## src/rtl/dmem_port_arbiter.sv

```systemverilog
// dmem_port_arbiter: shares the single dmem port between the CPU (requester 0)
// and the read-only VGA board/snake fetcher (requester 1). One access per cycle,
// read data returned to its owner through a tagged RD_LAT-deep pipeline, and
// VGA starvation bounded by STARVE_MAX.
// Optional feature macro: DMEM_ARB_RR_EN. When defined, the default policy is
// round-robin. When undefined, the CPU has fixed priority.
module dmem_port_arbiter #(
  parameter int ADDR_W     = 12,
  parameter int DATA_W     = 32,
  parameter int RD_LAT     = 1,
  parameter int STARVE_MAX = 8
) (
  input  logic              clock,
  input  logic              reset,
  input  logic              cpu_req,
  input  logic [ADDR_W-1:0] cpu_addr,
  input  logic [DATA_W-1:0] cpu_wdata,
  input  logic              cpu_wren,
  input  logic              cpu_lock,
  output logic              cpu_gnt,
  output logic              cpu_rvalid,
  output logic [DATA_W-1:0] cpu_rdata,
  input  logic              vga_req,
  input  logic [ADDR_W-1:0] vga_addr,
  output logic              vga_gnt,
  output logic              vga_rvalid,
  output logic [DATA_W-1:0] vga_rdata,
  output logic [ADDR_W-1:0] dmem_address,
  output logic [DATA_W-1:0] dmem_data,
  output logic              dmem_wren,
  input  logic [DATA_W-1:0] dmem_q,
  output logic [7:0]        starve_peak
);

  typedef enum logic {OWN_CPU = 1'b0, OWN_VGA = 1'b1} owner_e;

  localparam logic [15:0] SMAX = 16'(STARVE_MAX);

  logic              lock_q, lock_d;
  logic [15:0]       starve_cnt_q, starve_cnt_d;
  logic [7:0]        starve_peak_q, starve_peak_d;
  logic [7:0]        cnt_sat8;
  logic [ADDR_W-1:0] addr_q, addr_d;
  logic [DATA_W-1:0] data_q, data_d;
  logic [DATA_W-1:0] cpu_rdata_q, cpu_rdata_d;
  logic [DATA_W-1:0] vga_rdata_q, vga_rdata_d;
  logic [RD_LAT-1:0] rd_vld_q, rd_vld_d;
  owner_e            rd_own_q [RD_LAT];
  owner_e            rd_own_d [RD_LAT];
`ifdef DMEM_ARB_RR_EN
  owner_e            rr_ptr_q, rr_ptr_d;
`endif

  // Winner selection: forced VGA win beats a CPU lock, lock beats default policy
  always_comb begin
    cpu_gnt = 1'b0;
    vga_gnt = 1'b0;
    if (!reset) begin
      if (vga_req && (starve_cnt_q == SMAX)) begin
        vga_gnt = 1'b1;
      end else if (lock_q && cpu_req) begin
        cpu_gnt = 1'b1;
      end else begin
`ifdef DMEM_ARB_RR_EN
        if (cpu_req && vga_req) begin
          if (rr_ptr_q == OWN_VGA) vga_gnt = 1'b1;
          else                     cpu_gnt = 1'b1;
        end else begin
          cpu_gnt = cpu_req;
          vga_gnt = vga_req;
        end
`else
        if (cpu_req)      cpu_gnt = 1'b1;
        else if (vga_req) vga_gnt = 1'b1;
`endif
      end
    end
  end

  // Next-state for lock, starvation tracking, held port values and return pipeline
  always_comb begin
    lock_d = cpu_gnt & cpu_lock;

    starve_cnt_d = '0;
    if (vga_req && !vga_gnt) begin
      starve_cnt_d = (starve_cnt_q == SMAX) ? SMAX : starve_cnt_q + 16'd1;
    end

    cnt_sat8 = (starve_cnt_q > 16'd255) ? 8'hFF : starve_cnt_q[7:0];
    starve_peak_d = (cnt_sat8 > starve_peak_q) ? cnt_sat8 : starve_peak_q;

    addr_d = addr_q;
    data_d = data_q;
    if (cpu_gnt) begin
      addr_d = cpu_addr;
      data_d = cpu_wdata;
    end else if (vga_gnt) begin
      addr_d = vga_addr;
    end

    rd_vld_d = '0;
    for (int unsigned i = 0; i < RD_LAT; i++) rd_own_d[i] = OWN_CPU;
    rd_vld_d[0] = (cpu_gnt & ~cpu_wren) | vga_gnt;
    rd_own_d[0] = vga_gnt ? OWN_VGA : OWN_CPU;
    for (int unsigned i = 1; i < RD_LAT; i++) begin
      rd_vld_d[i] = rd_vld_q[i-1];
      rd_own_d[i] = rd_own_q[i-1];
    end

`ifdef DMEM_ARB_RR_EN
    rr_ptr_d = rr_ptr_q;
    if (cpu_gnt)      rr_ptr_d = OWN_VGA;
    else if (vga_gnt) rr_ptr_d = OWN_CPU;
`endif
  end

  // Output drive; everything reads as zero while reset is asserted so in-flight
  // reads issued before reset never surface
  always_comb begin
    cpu_rvalid   = ~reset & rd_vld_q[RD_LAT-1] & (rd_own_q[RD_LAT-1] == OWN_CPU);
    vga_rvalid   = ~reset & rd_vld_q[RD_LAT-1] & (rd_own_q[RD_LAT-1] == OWN_VGA);
    cpu_rdata    = reset ? '0 : (cpu_rvalid ? dmem_q : cpu_rdata_q);
    vga_rdata    = reset ? '0 : (vga_rvalid ? dmem_q : vga_rdata_q);
    cpu_rdata_d  = cpu_rdata;
    vga_rdata_d  = vga_rdata;
    dmem_address = reset ? '0 : addr_d;
    dmem_data    = reset ? '0 : data_d;
    dmem_wren    = cpu_gnt & cpu_wren;
    starve_peak  = reset ? '0 : starve_peak_q;
  end

  // State registers with synchronous reset
  always_ff @(posedge clock) begin
    if (reset) begin
      lock_q        <= 1'b0;
      starve_cnt_q  <= '0;
      starve_peak_q <= '0;
      addr_q        <= '0;
      data_q        <= '0;
      cpu_rdata_q   <= '0;
      vga_rdata_q   <= '0;
      rd_vld_q      <= '0;
      for (int unsigned i = 0; i < RD_LAT; i++) rd_own_q[i] <= OWN_CPU;
`ifdef DMEM_ARB_RR_EN
      rr_ptr_q      <= OWN_CPU;
`endif
    end else begin
      lock_q        <= lock_d;
      starve_cnt_q  <= starve_cnt_d;
      starve_peak_q <= starve_peak_d;
      addr_q        <= addr_d;
      data_q        <= data_d;
      cpu_rdata_q   <= cpu_rdata_d;
      vga_rdata_q   <= vga_rdata_d;
      rd_vld_q      <= rd_vld_d;
      rd_own_q      <= rd_own_d;
`ifdef DMEM_ARB_RR_EN
      rr_ptr_q      <= rr_ptr_d;
`endif
    end
  end

  // Requesters must hold a request until it is granted
  cpu_hold_a: assert property (@(posedge clock) disable iff (reset)
    (cpu_req && !cpu_gnt) |=> cpu_req);
  vga_hold_a: assert property (@(posedge clock) disable iff (reset)
    (vga_req && !vga_gnt) |=> vga_req);
  one_gnt_a: assert property (@(posedge clock) !(cpu_gnt && vga_gnt));

endmodule
```

## config.mk

```make
export PLATFORM = sky130hd
export DESIGN_NAME = dmem_port_arbiter
export DESIGN_NICKNAME = d
export VERILOG_FILES = /design/src/rtl/dmem_port_arbiter.sv
export SDC_FILE = /design/constraint.sdc
export NUM_CORES = 1
export LEC_CHECK = 0
export BUFFER_PORTS_ARGS = -buffer_cell sky130_fd_sc_hd__buf_2
export CAP_MARGIN = 30
export CORE_MARGIN = 2
export CORE_UTILIZATION = 35
export CTS_BUF_LIST = sky130_fd_sc_hd__clkbuf_4
export DETAILED_ROUTE_END_ITERATION = 10
export PLACE_DENSITY = 0.62
export SYNTH_ARGS = -nofsm -noshare
export SYNTH_HDL_FRONTEND = slang
export SYNTH_SLANG_ARGS = --single-unit
```

## constraint.sdc

```tcl
create_clock -name clock -period 3.74 [get_ports clock]
set_clock_uncertainty 0.2 [all_clocks]
set_input_delay 0.935 -clock clock [delete_from_list [all_inputs] [get_ports clock]]
set_output_delay 0.935 -clock clock [all_outputs]
set_load 0.02 [all_outputs]
```

==> impl_metrics.json <==
{
  "status": "finished clean",
  "fin_nets": 1033,
  "final_layout_size_suffix_gt1_frac": 0.339,
  "final_util": 0.493,
  "start_kind": "flip-flop",
  "synth-seq-cells": 134,
  "core-area_um2": 15900,
  "nFillCells": 1622,
  "grt_use_total": 0.176,
  "multi_input_area_um2": 2930,
  "io_pins": 215,
  "syn_avg_cell_area_um2": 7.98,
  "syn_to_final_growth_pct": 37.9,
  "route.vias.total": 5416,
  "maxCapViolCount": 0,
  "yosysWarningCount": 0,
  "vdd_drop_max_mv": 0.226,
  "reg2reg_from": "starve_cnt_q[10]",
  "diodes": 0,
  "hold_buffers": 0,
  "end_kind": "primary output",
  "insertion_delay_ns": 0.53,
  "hold_ws_ns": 0.266,
  "cp_slowest_cell": "dfxtp_2",
  "critical_path_buf_inv_count": 4,
  "min_from": "data_q[20]",
  "fp-row-count": 46,
  "die_x_um": 131,
  "power_density_nw_per_um2": 439,
  "drt_iter0_markers": 304,
  "antenna_found_initial": 0,
  "register_area_um2": 2690,
  "final_max_slew_viol_count": 0,
  "leakage_nw": 3.88,
  "grt_pass1_vias": 5131,
  "drc_errors": 0,
  "holdPathStages": 2,
  "dp_hpwl_um": 9720,
  "syn_inst": 711,
  "htreeDepth": 4,
  "start_util": 0.357,
  "cts_root_buf": "clkbuf_4",
  "port_buffers": 213,
  "dieHeight_um": 131,
  "critical_path_class": "flip-flop to primary output",
  "arrival_ns": 2.53,
  "grt-ovfl-total": 0,
  "grt_max_degree": 106,
  "synth_enable_flop_cells": 0,
  "yosysSeqAreaShare": 0.473,
  "dieArea_um2": 17200,
  "ys_types": 35,
  "placed_area_um2": 6970,
  "cts_sinks": 134,
  "ant_nets": 0,
  "critical_path.max_fanout": 8,
  "post_layout_nonfiller_instances": 1158,
  "dp.cells": 1108,
  "hp-class": "flip-flop to flip-flop",
  "r2r_end": "starve_peak_q[0]",
  "timing.fmax_mhz": 273,
  "yosys_most_used_dff": "dfxtp_1",
  "rsz0062_at_grt": "yes",
  "setup_viol": 0,
  "cts_tree": "built",
  "place_congestion": 0.810,
  "slowest_delay_ns": 0.37,
  "hold_end": "data_q[20]",
  "final_hold_viol_count": 0,
  "cts.path.max_buffers": 2,
  "fin_tns_setup_ns": 0,
  "synth_area_um2": 5670,
  "synth_top_area_cell": "dfxtp_1",
  "path_cells": "nor4_4 -> nand3b_4 -> o31ai_4 -> buf_6 -> buf_8 -> buf_16 -> nand2_1 -> a21oi_1 -> buf_4",
  "finalCritPeriodShare": 0.979,
  "r2r_cells": 10,
  "r2r_slack_ns": 0.71,
  "wl_um": 15700,
  "via_per_inst": 4.68,
  "synth_area_leaders": "dfxtp_1, nand2_1, o21ai_0",
  "worstMarginPinSlew_ns": 0.630,
  "period_minus_slack_ns": 3.66,
  "wire_per_inst_um": 13.5,
  "required_ns": 2.60,
  "grt_first_pass_wirelength_um": 24700,
  "cts_buffers": 17,
  "path_delay_family": "buffers and inverters",
  "fin_area_um2": 7830,
  "path_clk_slew_ns": 0.12,
  "dr.pass1.iters": 6,
  "slew_headroom": 0.579,
  "syn_nets": 815,
  "synth_top_area_share": 0.473,
  "ys_async_sr_fraction": 0
}
[registers in the layout (all words and copies together) (netlist names)]
| name | flops |
|---|---|
| addr_q | 12 |
| cpu_rdata_q | 32 |
| vga_rdata_q | 32 |
| data_q | 32 |
| starve_cnt_q | 16 |
| rd_vld_q | 1 |
| rd_own_q | 1 |
| starve_peak_q | 8 |
[per-stage QoR]
stage / setup WS, ns / power [mW]
after floorplan: 0.192 / 2.13
after global placement: 0.342 / 2.38
after detailed placement: 0.318 / 2.39
after CTS: -0.0238 / 3.46
after global routing: -0.0935 / 3.64
final: 0.0791 / 3.44
[cells in the final DEF (no fill, tap or decap), types with 12 or more instances in the layout]
cell      netlist  final
buf_2           4    169
clkbuf_4        0     18
nor3_1         18     18
a21oi_1        42     30
nand2b_1       32     32
a211oi_2        0     12
inv_1          14     12
dfxtp_1       134    130
nor2_1         42     41
mux2i_1        12     12
nand3b_1       35     35
nand2_1       198    193
buf_4           1     53
a21oi_2         0     12
o21ai_0        65     65
[worst max-delay path by stage]
| stage | start | to | slack (ns) | cells after the start |
|---|---|---|---|---|
| final | starve_cnt_q[10] | dmem_data[13] | 0.08 | 9 |
| after global routing | starve_cnt_q[0] | dmem_data[31] | -0.09 | 11 |
| after detailed placement | vga_req | dmem_address[6] | 0.32 | 7 |
| after global placement | vga_req | dmem_address[5] | 0.34 | 7 |
| after CTS | starve_cnt_q[0] | dmem_address[5] | -0.02 | 11 |
| after floorplan | reset | cpu_rdata[22] | 0.19 | 4 |
[logic make-up after synthesis]
logic type                 after synthesis  synth area share
and+or+nand+nor                        356             0.296
DFF                                    134             0.473
AOI/OAI and AO/OA                      128             0.125
buffers and inverters                   57            0.0419
xor gates and xnor gates                14            0.0216
muxes                                   12            0.0212
adders and majority gates               10            0.0221
[worst reg2reg max path: cells and delay by family, from the launching register on]
family	cells	cell delay, ns
fa+ha+maj	1	0.30
compound gates	3	0.47
buf+inv	1	0.19
simple gates	5	1.43
flops	1	0.37
[routing by layer]
| layer | GRT usage | vias to the layer above | wire (um) |
|---|---|---|---|
| met4 | 0.0543 | 0 | 197 |
| met1 | 0.226 | 2417 | 7240 |
| met5 | 0 | - | 0 |
| li1 | - | 2796 | - |
| met3 | 0.0475 | 16 | 999 |
| met2 | 0.290 | 187 | 7230 |
[cell usage after synthesis (4+ instances only)]
cell	instances
a211oi_1	14
a21oi_1	42
and3_1	7
buf_2	4
clkbuf_1	34
dfxtp_1	134
ha_1	10
inv_1	14
mux2i_1	12
nand2_1	198
nand2b_1	32
nand3_1	7
nand3b_1	35
nand4_1	5
nor2_1	42
nor3_1	18
o21ai_0	65
or2_2	4
xnor2_1	6
xor2_1	8
[timing repair]
action,CTS,global route
setup endpoints to repair,44,46
gates cloned,5,3
resized for setup,73,37
endpoints found under the hold margin,0,0
pin swaps,16,14
setup buffers,11,3
[power by group]
group | switching [mW] | total (mW) | leakage [nW] | internal [mW]
Clock | 0.543 | 1.01 | 0.155 | 0.465
Combinational | 0.504 | 0.871 | 2.63 | 0.367
Sequential | 0.0347 | 1.56 | 1.10 | 1.52
Total | 1.08 | 3.44 | 3.88 | 2.35
[layout make-up]
class / instances / area share
clock buffer: 18 / 0.0173
clock inverter: 14 / 0.0201
inverter: 14 / 0.00703
multi-input combinational: 520 / 0.375
sequential: 134 / 0.344
tap: 216 / 0.0345
timing repair buffer: 242 / 0.203
Power figures use the tool's default switching activity.
